File: config.mk
export PLATFORM = sky130hd
export DESIGN_NAME = program_loader_flat
export DESIGN_NICKNAME = d
export VERILOG_FILES = /design/src/rtl/program_loader_if.sv /design/src/rtl/program_loader.sv /design/src/flat_wrapper.sv
export SDC_FILE = /design/constraint.sdc
export NUM_CORES = 1
export LEC_CHECK = 0
export ABC_AREA = 1
export CAP_MARGIN = 20
export CORE_ASPECT_RATIO = 0.6
export CORE_MARGIN = 4
export CORE_UTILIZATION = 55
export DETAILED_ROUTE_END_ITERATION = 6
export PLACE_DENSITY = 0.79
export SYNTH_ARGS = -nofsm -noshare
export SYNTH_HDL_FRONTEND = slang
export SYNTH_SLANG_ARGS = --single-unit
File: constraint.sdc
create_clock -name clk -period 1.7 [get_ports clk]
set_clock_uncertainty 0.2 [all_clocks]
set_input_delay 0.34 -clock clk [delete_from_list [all_inputs] [get_ports clk]]
set_output_delay 0.34 -clock clk [all_outputs]
set_load 0.05 [all_outputs]
File: src/rtl/program_loader_if.sv
// Byte-stream and memory-write-port signals of program_loader.
// master: the loader side; slave: the byte source / memory / CPU side.
interface program_loader_if #(
  parameter int unsigned ADDR_WIDTH = 16,
  parameter int unsigned DATA_WIDTH = 8
);
  logic                  rx_valid_i;
  logic [DATA_WIDTH-1:0] rx_data_i;
  logic                  rx_ready_o;
  logic                  mem_we_o;
  logic [ADDR_WIDTH-1:0] mem_addr_o;
  logic [DATA_WIDTH-1:0] mem_data_o;
  logic                  cpu_hold_o;
  logic                  busy_o;
  logic                  load_done_o;
  logic                  load_error_o;

  modport master (
    input  rx_valid_i, rx_data_i,
    output rx_ready_o, mem_we_o, mem_addr_o, mem_data_o,
    output cpu_hold_o, busy_o, load_done_o, load_error_o
  );

  modport slave (
    output rx_valid_i, rx_data_i,
    input  rx_ready_o, mem_we_o, mem_addr_o, mem_data_o,
    input  cpu_hold_o, busy_o, load_done_o, load_error_o
  );
endinterface

File: src/rtl/program_loader.sv
// Framed byte-stream program loader: header, addr hi/lo, length, payload[, checksum].
// Define PROGRAM_LOADER_CHECKSUM_EN to add the trailing checksum byte and load_error_o.
module program_loader #(
  parameter int unsigned          ADDR_WIDTH  = 16,
  parameter int unsigned          DATA_WIDTH  = 8,
  parameter logic [DATA_WIDTH-1:0] HEADER_BYTE = 8'hA5
) (
  input logic              clk,
  input logic              reset,
  program_loader_if.master bus
);

  typedef enum logic [2:0] {
    StIdle,
    StAddrHi,
    StAddrLo,
    StLen,
    StData
`ifdef PROGRAM_LOADER_CHECKSUM_EN
    , StCheck
`endif
  } state_e;

  state_e                state_q;
  logic [DATA_WIDTH-1:0] addr_hi_q;
  logic [ADDR_WIDTH-1:0] addr_q;
  logic [DATA_WIDTH:0]   cnt_q;
  logic                  mem_we_q;
  logic [ADDR_WIDTH-1:0] mem_addr_q;
  logic [DATA_WIDTH-1:0] mem_data_q;
  logic                  cpu_hold_q;
  logic                  done_q;
  logic                  accept;

`ifdef PROGRAM_LOADER_CHECKSUM_EN
  logic [DATA_WIDTH-1:0] acc_q;
  logic [DATA_WIDTH-1:0] sum_next;
  logic                  error_q;

  // Kept at DATA_WIDTH so the carry out of the byte sum is discarded.
  assign sum_next          = acc_q + bus.rx_data_i;
  assign bus.load_error_o  = error_q;
`else
  assign bus.load_error_o  = 1'b0;
`endif

  // The only stall is the write cycle of a non-final payload byte.
  assign bus.rx_ready_o  = !((state_q == StData) && mem_we_q);
  assign accept          = bus.rx_valid_i && bus.rx_ready_o;
  assign bus.busy_o      = (state_q != StIdle);
  assign bus.mem_we_o    = mem_we_q;
  assign bus.mem_addr_o  = mem_addr_q;
  assign bus.mem_data_o  = mem_data_q;
  assign bus.cpu_hold_o  = cpu_hold_q;
  assign bus.load_done_o = done_q;

  always_ff @(posedge clk) begin
    if (reset) begin
      state_q    <= StIdle;
      addr_hi_q  <= '0;
      addr_q     <= '0;
      cnt_q      <= '0;
      mem_we_q   <= 1'b0;
      mem_addr_q <= '0;
      mem_data_q <= '0;
      cpu_hold_q <= 1'b1;
      done_q     <= 1'b0;
`ifdef PROGRAM_LOADER_CHECKSUM_EN
      acc_q      <= '0;
      error_q    <= 1'b0;
`endif
    end else begin
      mem_we_q <= 1'b0;
      done_q   <= 1'b0;
      if (accept) begin
        case (state_q)
          StIdle: begin
            if (bus.rx_data_i == HEADER_BYTE) begin
              state_q    <= StAddrHi;
              cpu_hold_q <= 1'b1;
`ifdef PROGRAM_LOADER_CHECKSUM_EN
              acc_q      <= '0;
              error_q    <= 1'b0;
`endif
            end
          end
          StAddrHi: begin
            addr_hi_q <= bus.rx_data_i;
            state_q   <= StAddrLo;
`ifdef PROGRAM_LOADER_CHECKSUM_EN
            acc_q     <= sum_next;
`endif
          end
          StAddrLo: begin
            addr_q  <= ADDR_WIDTH'({addr_hi_q, bus.rx_data_i});
            state_q <= StLen;
`ifdef PROGRAM_LOADER_CHECKSUM_EN
            acc_q   <= sum_next;
`endif
          end
          StLen: begin
            // A zero length byte encodes a full 2^DATA_WIDTH payload.
            cnt_q   <= (bus.rx_data_i == '0) ? {1'b1, {DATA_WIDTH{1'b0}}}
                                             : {1'b0, bus.rx_data_i};
            state_q <= StData;
`ifdef PROGRAM_LOADER_CHECKSUM_EN
            acc_q   <= sum_next;
`endif
          end
          StData: begin
            mem_we_q   <= 1'b1;
            mem_addr_q <= addr_q;
            mem_data_q <= bus.rx_data_i;
            addr_q     <= addr_q + ADDR_WIDTH'(1);
            cnt_q      <= cnt_q - (DATA_WIDTH + 1)'(1);
`ifdef PROGRAM_LOADER_CHECKSUM_EN
            acc_q      <= sum_next;
            if (cnt_q == 1) state_q <= StCheck;
`else
            if (cnt_q == 1) begin
              state_q    <= StIdle;
              done_q     <= 1'b1;
              cpu_hold_q <= 1'b0;
            end
`endif
          end
`ifdef PROGRAM_LOADER_CHECKSUM_EN
          StCheck: begin
            state_q <= StIdle;
            if (sum_next == '0) begin
              done_q     <= 1'b1;
              cpu_hold_q <= 1'b0;
            end else begin
              error_q <= 1'b1;
            end
          end
`endif
          default: state_q <= StIdle;
        endcase
      end
    end
  end

endmodule

File: src/flat_wrapper.sv
// flat-port wrapper written by rule: the top's interface ports become plain ports
module program_loader_flat 
#(
  parameter int unsigned          ADDR_WIDTH  = 16,
  parameter int unsigned          DATA_WIDTH  = 8,
  parameter logic [DATA_WIDTH-1:0] HEADER_BYTE = 8'hA5
)
  (clk, reset, bus_rx_valid_i, bus_rx_data_i, bus_rx_ready_o, bus_mem_we_o, bus_mem_addr_o, bus_mem_data_o, bus_cpu_hold_o, bus_busy_o, bus_load_done_o, bus_load_error_o);
  program_loader_if #(.ADDR_WIDTH(ADDR_WIDTH), .DATA_WIDTH(DATA_WIDTH)) bus_i ();
  input logic clk;
  input logic reset;
  input wire logic [$bits(bus_i.rx_valid_i)-1:0] bus_rx_valid_i;
  input wire logic [$bits(bus_i.rx_data_i)-1:0] bus_rx_data_i;
  output wire logic [$bits(bus_i.rx_ready_o)-1:0] bus_rx_ready_o;
  output wire logic [$bits(bus_i.mem_we_o)-1:0] bus_mem_we_o;
  output wire logic [$bits(bus_i.mem_addr_o)-1:0] bus_mem_addr_o;
  output wire logic [$bits(bus_i.mem_data_o)-1:0] bus_mem_data_o;
  output wire logic [$bits(bus_i.cpu_hold_o)-1:0] bus_cpu_hold_o;
  output wire logic [$bits(bus_i.busy_o)-1:0] bus_busy_o;
  output wire logic [$bits(bus_i.load_done_o)-1:0] bus_load_done_o;
  output wire logic [$bits(bus_i.load_error_o)-1:0] bus_load_error_o;
  assign bus_i.rx_valid_i = bus_rx_valid_i;
  assign bus_i.rx_data_i = bus_rx_data_i;
  assign bus_rx_ready_o = bus_i.rx_ready_o;
  assign bus_mem_we_o = bus_i.mem_we_o;
  assign bus_mem_addr_o = bus_i.mem_addr_o;
  assign bus_mem_data_o = bus_i.mem_data_o;
  assign bus_cpu_hold_o = bus_i.cpu_hold_o;
  assign bus_busy_o = bus_i.busy_o;
  assign bus_load_done_o = bus_i.load_done_o;
  assign bus_load_error_o = bus_i.load_error_o;
  program_loader #(.ADDR_WIDTH(ADDR_WIDTH), .DATA_WIDTH(DATA_WIDTH), .HEADER_BYTE(HEADER_BYTE)) u_core (.clk(clk), .reset(reset), .bus(bus_i));
endmodule
After elaboration in Yosys (flattened, before gate mapping)
Cells that the tools add are included.
{"block": "classes", "addsub": 2, "n_mul": 0, "div": 0, "n_lt_le_gt_ge": 0, "n_eq_ne": 8, "shifts": 0, "n_mux": 11, "bitwise": 2, "n_reduce_logical": 17}
{"cell": "$pmux W16 S2", "count": 1}
{"cell": "$pmux W9 S2", "count": 1}
{"cell": "$add A16 B1 Y16 const B", "count": 1}
{"cell": "$pmux W3 S5", "count": 1}
{"cell": "$eq A9 B1 Y1 const B", "count": 1}
{"cell": "$mux W9", "count": 1}
{"cell": "$sub A9 B1 Y9 const B", "count": 1}
{"cell": "$eq A8 B8 Y1 const B", "count": 1}
{"cell": "$logic_not A8 Y1", "count": 1}
{"cell": "$reduce_and A2 Y1", "count": 4}
{"cell": "$eq A3 B2 Y1 const B", "count": 2}
{"cell": "$mux W3", "count": 2}
{"cell": "$reduce_bool A2 Y1", "count": 3}
{"cell": "$mux W1", "count": 4}
{"cell": "$reduce_and A4 Y1", "count": 1}
{"cell": "$eq A3 B1 Y1 const B", "count": 1}
{"cell": "$eq A3 B3 Y1 const B", "count": 1}
{"cell": "$logic_not A3 Y1", "count": 1}
{"cell": "$reduce_and A3 Y1", "count": 1}
{"cell": "$reduce_bool A3 Y1", "count": 1}
{"cell": "$reduce_or A3 Y1", "count": 1}
{"cell": "$logic_and A1 B1 Y1", "count": 2}
{"cell": "$ne A2 B1 Y1 const B", "count": 1}
{"cell": "$ne A2 B2 Y1 const B", "count": 1}
{"cell": "4 further kinds", "count": 5}
{"block": "totals", "register_bits": 63, "latch_bits": 0, "ramBits": 0, "rom_bits": 0, "input_bits": 11, "output_inout_bits": 30, "elab_cells": 49, "mem_count": 0}

Logic depth before layout (Yosys ltp)
Gate-level depths: netlist of run 1.
{"block": "logic_depth", "word_depth": 6, "depth_mapped": 11, "ltp_nobuf": 10}

Worst setup path after synthesis of run 1
No wires, ideal clock.
{"block": "synth_path", "path_type": "reg2reg", "startpoint": "register u_core.mem_we_q, in the netlist u_core.bus.mem_we_o", "endpoint": "register u_core.mem_addr_q[4], in the netlist u_core.bus.mem_addr_o[4]", "setup_time_ns": 0.143, "t_arrival_ns": 1.476, "required_time_ns": 1.357, "path_slack_ns": -0.119, "path_stages_with_launch": 9, "path_buffers": 1, "period_less_slack_ns": 1.819, "cell_sequence": "dfxtp_1 -> nand2_4 -> nand2_8 -> inv_6 -> nand2_8 -> inv_6 -> buf_6 -> nand2_1 -> a21oi_2"}
{"block": "synth_between", "elab_chain_len": 4}
{"element": "from (decl)", "line": "program_loader.sv:28", "rtl": "logic mem_we_q;"}
{"element": "from (signal assigned)", "line": "program_loader.sv:63", "rtl": "mem_we_q <= 1'b0;"}
{"element": "from (signal assigned)", "line": "program_loader.sv:73", "rtl": "mem_we_q <= 1'b0;"}
{"element": "from (signal assigned)", "line": "program_loader.sv:111", "rtl": "mem_we_q <= 1'b1;"}
{"element": "$logic_and A1 B1 Y1", "line": "program_loader.sv:48", "rtl": "assign bus.rx_ready_o = !((state_q == StData) && mem_we_q);"}
{"element": "$logic_not A1 Y1", "line": "program_loader.sv:48"}
{"element": "net bus_rx_ready_o", "line": "flat_wrapper.sv:14", "rtl": "output wire logic [$bits(bus_i.rx_ready_o)-1:0] bus_rx_ready_o;"}
{"element": "$logic_and A1 B1 Y1", "line": "program_loader.sv:49", "rtl": "assign accept = bus.rx_valid_i && bus.rx_ready_o;"}
{"element": "$reduce_and A2 Y1 (no line)"}
{"element": "to (signal assigned)", "line": "program_loader.sv:112", "rtl": "mem_addr_q <= addr_q;"}
{"element": "to (decl)", "line": "program_loader.sv:29", "rtl": "logic [ADDR_WIDTH-1:0] mem_addr_q;"}
The timed path passes the listed nets, and every way through them passes these cells.
A chain may end at the register's enable or synchronous reset.

Final worst setup path of run 1
{"block": "layout_path", "startpoint": "register u_core.addr_q[8]", "endpoint": "register u_core.addr_q[15]"}
{"block": "layout_between", "elab_chain_len": 2}
{"element": "from (decl)", "line": "program_loader.sv:26", "rtl": "logic [ADDR_WIDTH-1:0] addr_q;"}
{"element": "from (signal assigned)", "line": "program_loader.sv:95", "rtl": "addr_q <= ADDR_WIDTH'({addr_hi_q, bus.rx_data_i});"}
{"element": "from (signal assigned)", "line": "program_loader.sv:114", "rtl": "addr_q <= addr_q + ADDR_WIDTH'(1);"}
{"element": "$add A16 B1 Y16", "line": "program_loader.sv:114"}
{"element": "$pmux W16 S2", "line": "program_loader.sv:76", "rtl": "case (state_q)"}
Every way passes these cells.

==> results of run 1 <==
[power groups by stage]
stage / clock network, mW / registers (mW) / logic, mW
floorplan: 0 / 1.58 / 0.268
global placement: 0 / 1.58 / 0.450
detailed placement: 0 / 1.58 / 0.461
CTS: 1.62 / 1.55 / 0.480
global route: 1.72 / 1.56 / 0.684
finish: 1.68 / 1.56 / 0.664
[registers in the layout, summed over array words and instances (netlist names)]
signal / cells
u_core.bus.mem_we_o: 1
u_core.bus.load_done_o: 1
u_core.addr_q: 16
u_core.state_q: 3
u_core.bus.mem_data_o: 8
u_core.bus.cpu_hold_o: 1
u_core.addr_hi_q: 8
u_core.bus.mem_addr_o: 16
u_core.cnt_q: 9
[cells by family (layout without fill, tap and decap cells)]
| logic type | Yosys count | after routing | synth area share |
|---|---|---|---|
| other | 1 | 1 | 0.00111 |
| AO/OA/AOI/OAI | 90 | 91 | 0.163 |
| adder cells (fa/ha/maj) | 3 | 3 | 0.0111 |
| buffers and inverters | 65 | 161 | 0.103 |
| AND/OR/NAND/NOR | 254 | 257 | 0.339 |
| XOR/XNOR | 4 | 4 | 0.0104 |
| flip-flops | 63 | 63 | 0.373 |
[what timing repair did]
action | in CTS | in global routing
setup endpoints to repair | 21 | 53
pin swaps | 2 | 38
cloned | 0 | 9
gates resized for setup | 10 | 113
setup buffers | 3 | 20
[cells in the mapped netlist]
master | n | area, µm²
dfxtp_1 | 63 | 1260
or2_2 | 3 | 18.8
nand2_4 | 2 | 22.5
inv_2 | 5 | 18.8
nand3_1 | 36 | 180
a21boi_0 | 1 | 7.51
inv_6 | 2 | 17.5
buf_8 | 3 | 45.0
ha_1 | 3 | 37.5
nor3_1 | 7 | 35.0
buf_2 | 2 | 10.0
o22ai_1 | 2 | 12.5
a21oi_1 | 29 | 145
nor3_2 | 1 | 10.0
o21ai_2 | 1 | 8.76
nand2_1 | 138 | 518
nand2_8 | 3 | 60.1
nor2_1 | 52 | 195
xor2_1 | 4 | 35.0
nand4_1 | 7 | 43.8
nand3b_1 | 2 | 15.0
nor2_8 | 2 | 40.0
buf_4 | 3 | 22.5
buf_6 | 6 | 67.6
a21oi_2 | 24 | 210
o21ai_0 | 25 | 125
o21ai_1 | 7 | 35.0
a31oi_1 | 1 | 6.26
clkbuf_1 | 6 | 22.5
inv_1 | 38 | 143
conb_1 | 1 | 3.75
nand2_2 | 1 | 6.26
[layout make-up]
cell class              instances  share of cell area
repair buffers                 98               0.242
repair inverters                2             0.00430
clock inverters                 7              0.0230
flip-flops and latches         63               0.242
multi-input cells             356               0.407
inverters                      45              0.0392
clock buffers                   9              0.0237
well taps                      80              0.0191
[worst max-delay path, stage by stage (launching register included)]
cell	delay, ns
dfxtp_1	0.55
nand2_1	0.21
nor2_1	0.26
nand2_1	0.17
o21ai_0	0.34
nand3_1	0.16
nand2_1	0.10
a21oi_1	0.06
[final timing paths]
kind                            cells after the start                  endpoint  slack (ns)
worst max-delay path                                7         u_core.addr_q[15]       -0.43
worst min register to register                      2  u_core.bus.mem_addr_o[2]        0.31
worst max register to register                      7         u_core.addr_q[15]       -0.43
worst min-delay path                                3  u_core.bus.mem_addr_o[8]        0.27
[per-layer routing]
| metal | wire, µm | track usage |
|---|---|---|
| met2 | 6470 | 0.466 |
| met1 | 5480 | 0.380 |
| met5 | 10 | 0 |
| met4 | 1600 | 0.0886 |
| met3 | 2650 | 0.0828 |
==> results.tsv, run 1 <==
metric	value	unit
slew_viol_final	0	
grt_pass1_vias	3346	
diodes	0	
fin_area	5230	µm²
finalWirelength	16200	µm
synthesis.area	3380	µm²
cp-end-kind	register	
die_w	109	µm
drv_cap	0	
multiInputGateArea	2130	µm²
gp_congestion	0.939	
numClockSinks	63	
die_area	7500	µm²
p_sw_frac	0.297	
finalNonFillerCells	660	
violations	DRC, setup timing	
wl_per_cell	24.6	µm
grt_start_max_net_pins	24	
synthCells	480	
holdWs	0.269	ns
status	complete, but fails checks	
clk_pin_slew	0.09	ns
drc	186	
grt.overflow.total	0	
yosys_register_bits	63	
yosysSeqAreaShare	0.373	
finalSetupTns	-5.88	ns
grtUsageTotal	0.289	
arrival	2.19	ns
postRouteAntennaNets	0	
synth_fp_nets	494	
layout_common_cells	nand2_1 (103), dfxtp_1 (57), nor2_1 (44), buf_4 (42), inv_1 (36)	
finalNetCount	589	
ir_drop	640	µV
rsz0062_at_grt	true	
post_dp_cell_area	4250	µm²
postCtsHoldBufs	0	
min_period_over_period	1.26	
seq_area	1270	µm²
cts_tree	built	
first_iter_violations	1107	
clock-root-buffer	clkbuf_8	
path_class	reg -> reg	
drive_above_1_share	0.388	
htree_levels	3	
dp_cells	612	
fp.coreArea	5750	µm²
final_hold_viol_count	0	
cp-start-kind	register	
finalWorstSetupSlack	-0.434	ns
startpoint	u_core.addr_q[8]	
avgSynthCellArea	7.04	µm²
area_growth	54.8	%
finalPower	3.90	mW
clockPowerShare	0.430	
fillers	217	
clock_path_buffers	2	
hold_start	reset	
worstPathMaxFanout	6	
yosys_warnings	0	
die_height	68.7	µm
place_hpwl	7120	µm
p_leak	2.00	nW
layout_commonest_cell	nand2_1	
vias	4436	
drtPass1Iterations	7	
synth.distinct_cells	32	
seq_power_share	0.399	
place_ws	-0.333	ns
max_freq	0.469	GHz
io_buffers	39	
r2r_start	u_core.addr_q[8]	
power.combinational.fraction	0.170	
power.internal	2.74	mW
cts_buffers	9	
layout_min_cycle_time	2.13	ns
vias_per_cell	6.72	
setup_viol	61	
grt_pass1_wl	16400	µm
power.switching	1.16	mW
grt_antenna_before_repair	0	
cp.required	1.76	ns
p_per_area	746	nW/µm²
num_rows	21	
start_util	0.587	
holdCritPathClass	in -> reg	
utilization	0.909	
io_pins	41	
clock_latency	0.37	ns
No activity file was read; power rests on OpenSTA's default activity.
==> run 2: changes to the inputs <==
Settings changed: CORE_MARGIN 4 to 5, CORE_UTILIZATION 55 to 50, PLACE_DENSITY 0.79 to 0.76.
Clock period 1.7 ns to 1.9 ns, I/O delays scaled along.
==> run 2 against run 1 <==
  * The run now ends clean
  * Sequential power down 11%
  * Sequential share of layout area up 4.9 points
  * First-iteration DRC count down 67%
  * Register-to-register slack better by 0.52 ns
  * Combinational power down 37%
  * Flip-flop and latch count unchanged
  * Final cell count down 4.4%
  * Via count down 23%
  * Worst hold slack worse by 0.098 ns
  * Count of clock-buffer cells in the layout up 1
  * Power up 2.6%
  * Utilization down 25 points
  * Highest routed layer is now met4
==> results.tsv, run 2 (same netlist as run 1, synthesis figures left out) <==
metric	value	unit	change
max_freq	0.543	GHz	
power.switching	0.908	mW	was 1.16 mW
clock-root-buffer	clkbuf_16		was clkbuf_8
cp_cell_sequence	inv_2 -> nand2_4 -> nor2_2 -> inv_1 -> buf_12		was nand2_1 -> nor2_1 -> nand2_1 -> o21ai_0 -> nand3_1 -> nand2_1 -> a21oi_1
layout_common_cells	nand2_1 (137), dfxtp_1 (63), buf_4 (51), nor2_1 (50), inv_1 (38)		was nand2_1 (103), dfxtp_1 (57), nor2_1 (44), buf_4 (42), inv_1 (36)
clock_path_buffers	2		unchanged
final_hold_viol_count	0		unchanged
numClockSinks	63		unchanged
start_util	0.511		was 0.587
cp.required	1.32	ns	was 1.76 ns
drc	0		was 186
first_iter_violations	370		was 1107
die_w	116	µm	was 109 µm
vias	3411		was 4436
num_rows	23		was 21
place_ws	-0.253	ns	was -0.333 ns
finalWorstSetupSlack	0.0590	ns	was -0.434 ns
status	finished clean		was complete, but fails checks
cts_tree	built		unchanged
slowest_delay	0.33	ns	was 0.55 ns
seq_power_share	0.346		was 0.399
die_area	8560	µm²	was 7500 µm²
die_height	73.7	µm	was 68.7 µm
arrival	1.26	ns	was 2.19 ns
drv_cap	0		unchanged
io_buffers	39		unchanged
drtPass1Iterations	6		was 7
rsz0062_at_grt	true		unchanged
vias_per_cell	5.41		was 6.72
holdCritPathClass	in -> reg		unchanged
slew_viol_final	0		unchanged
finalPower	4.00	mW	was 3.90 mW
clock_latency	0.34	ns	was 0.37 ns
power.internal	3.09	mW	was 2.74 mW
p_sw_frac	0.227		was 0.297
fp.coreArea	6620	µm²	was 5750 µm²
clk_pin_slew	0.05	ns	was 0.09 ns
power.combinational.fraction	0.105		was 0.170
grt_start_max_net_pins	35		was 24
grtUsageTotal	0.242		was 0.289
wl_per_cell	15.5	µm	was 24.6 µm
slowest_stage	dfxtp_1		unchanged
cp-start-kind	register		unchanged
clockPowerShare	0.548		was 0.430
p_per_area	923	nW/µm²	was 746 nW/µm²
grt_pass1_wl	15800	µm	was 16400 µm
finalWirelength	9790	µm	was 16200 µm
grt_pass1_vias	3196		was 3346
worst-path-buf-inv	3		was 0
area_growth	28.2	%	was 54.8%
p_leak	1.74	nW	was 2.00 nW
worstPathMaxFanout	4		was 6
htree_levels	3		unchanged
setup_viol	0		was 61
cts_buffers	9		unchanged
layout_commonest_cell	nand2_1		unchanged
place_hpwl	6850	µm	was 7120 µm
finalNetCount	553		was 589
drive_above_1_share	0.226		was 0.388
layout_min_cycle_time	1.84	ns	
path_class	reg -> out		was reg -> reg
crit_family	buffers and inverters		was simple AND/OR/NAND/NOR gates
min_period_over_period	0.969		
io_pins	41		unchanged
cp-end-kind	output port		was register
ir_drop	712	µV	was 640 µV
grt.overflow.total	0		unchanged
grt_antenna_before_repair	0		unchanged
gp_congestion	0.931		was 0.939
diodes	0		unchanged
postRouteAntennaNets	0		unchanged
[run 2: repair_timing]
item	in CTS	in global routing
gates resized for setup	1	6
hold buffers	0	0
gates cloned	0	1
endpoints found under the setup margin	2	22
pin swaps	1	1
setup buffers	1	4
[run 2: power by group through the flow]
stage | combinational [mW] | clock [mW] | sequential (mW)
floorplan | 0.240 | 0 | 1.42
global placement | 0.385 | 0 | 1.41
detailed placement | 0.393 | 0 | 1.41
CTS | 0.399 | 2.22 | 1.38
global route | 0.458 | 2.29 | 1.39
finish | 0.421 | 2.19 | 1.39
[run 2: layout make-up]
| class | count | area, µm² |
|---|---|---|
| Timing Repair Buffer | 68 | 606 |
| Clock inverter | 6 | 155 |
| Clock buffer | 10 | 239 |
| Multi-Input combinational cell | 352 | 1780 |
| Tap cell | 87 | 109 |
| Sequential cell | 63 | 1260 |
| Inverter | 45 | 179 |
| Fill cell | 566 | 2290 |
[run 2: stage by stage]
| stage | std cells | setup TNS (ns) | utilization | area, µm² | hold WS [ns] |
|---|---|---|---|---|---|
| floorplan | 480 | 0 | - | 3380 | 0.238 |
| global placement | 609 | -0.516 | 0.581 | 3840 | 0.252 |
| detailed placement | 609 | -1.14 | 0.581 | 3840 | 0.254 |
| CTS | 626 | 0 | 0.642 | 4250 | 0.152 |
| global route | 631 | -0.0393 | 0.655 | 4330 | 0.166 |
| finish | 631 | 0 | 0.655 | 4330 | 0.171 |
[run 2: worst paths after layout]
| path | start | to | slack [ns] | cells after the start |
|---|---|---|---|---|
| min reg2reg | u_core.addr_hi_q[6] | u_core.addr_hi_q[6] | 0.26 | 2 |
| max | u_core.state_q[0] | bus_busy_o | 0.06 | 5 |
| min | reset | u_core.bus.load_done_o | 0.17 | 2 |
| max reg2reg | u_core.state_q[0] | u_core.cnt_q[0] | 0.09 | 9 |
[run 2: metal layers]
layer,global-route usage,wire length (µm),up-vias,share of wire
met2,0.346,3940,191,0.40
met4,0.0669,151,0,0.015
met1,0.334,4620,1533,0.47
li1,-,-,1669,-
met3,0.0988,1070,18,0.11
met5,0,0,-,0
[run 2: worst register-to-register path, cell delays in order (launching register included)]
cell and delay [ns]:
dfxtp_1 0.37, inv_2 0.08, nand2_4 0.12, nor2_8 0.06, buf_6 0.15, inv_2 0.21, a21oi_2 0.08, buf_4 0.17
o21ai_0 0.20, nor2_1 0.07
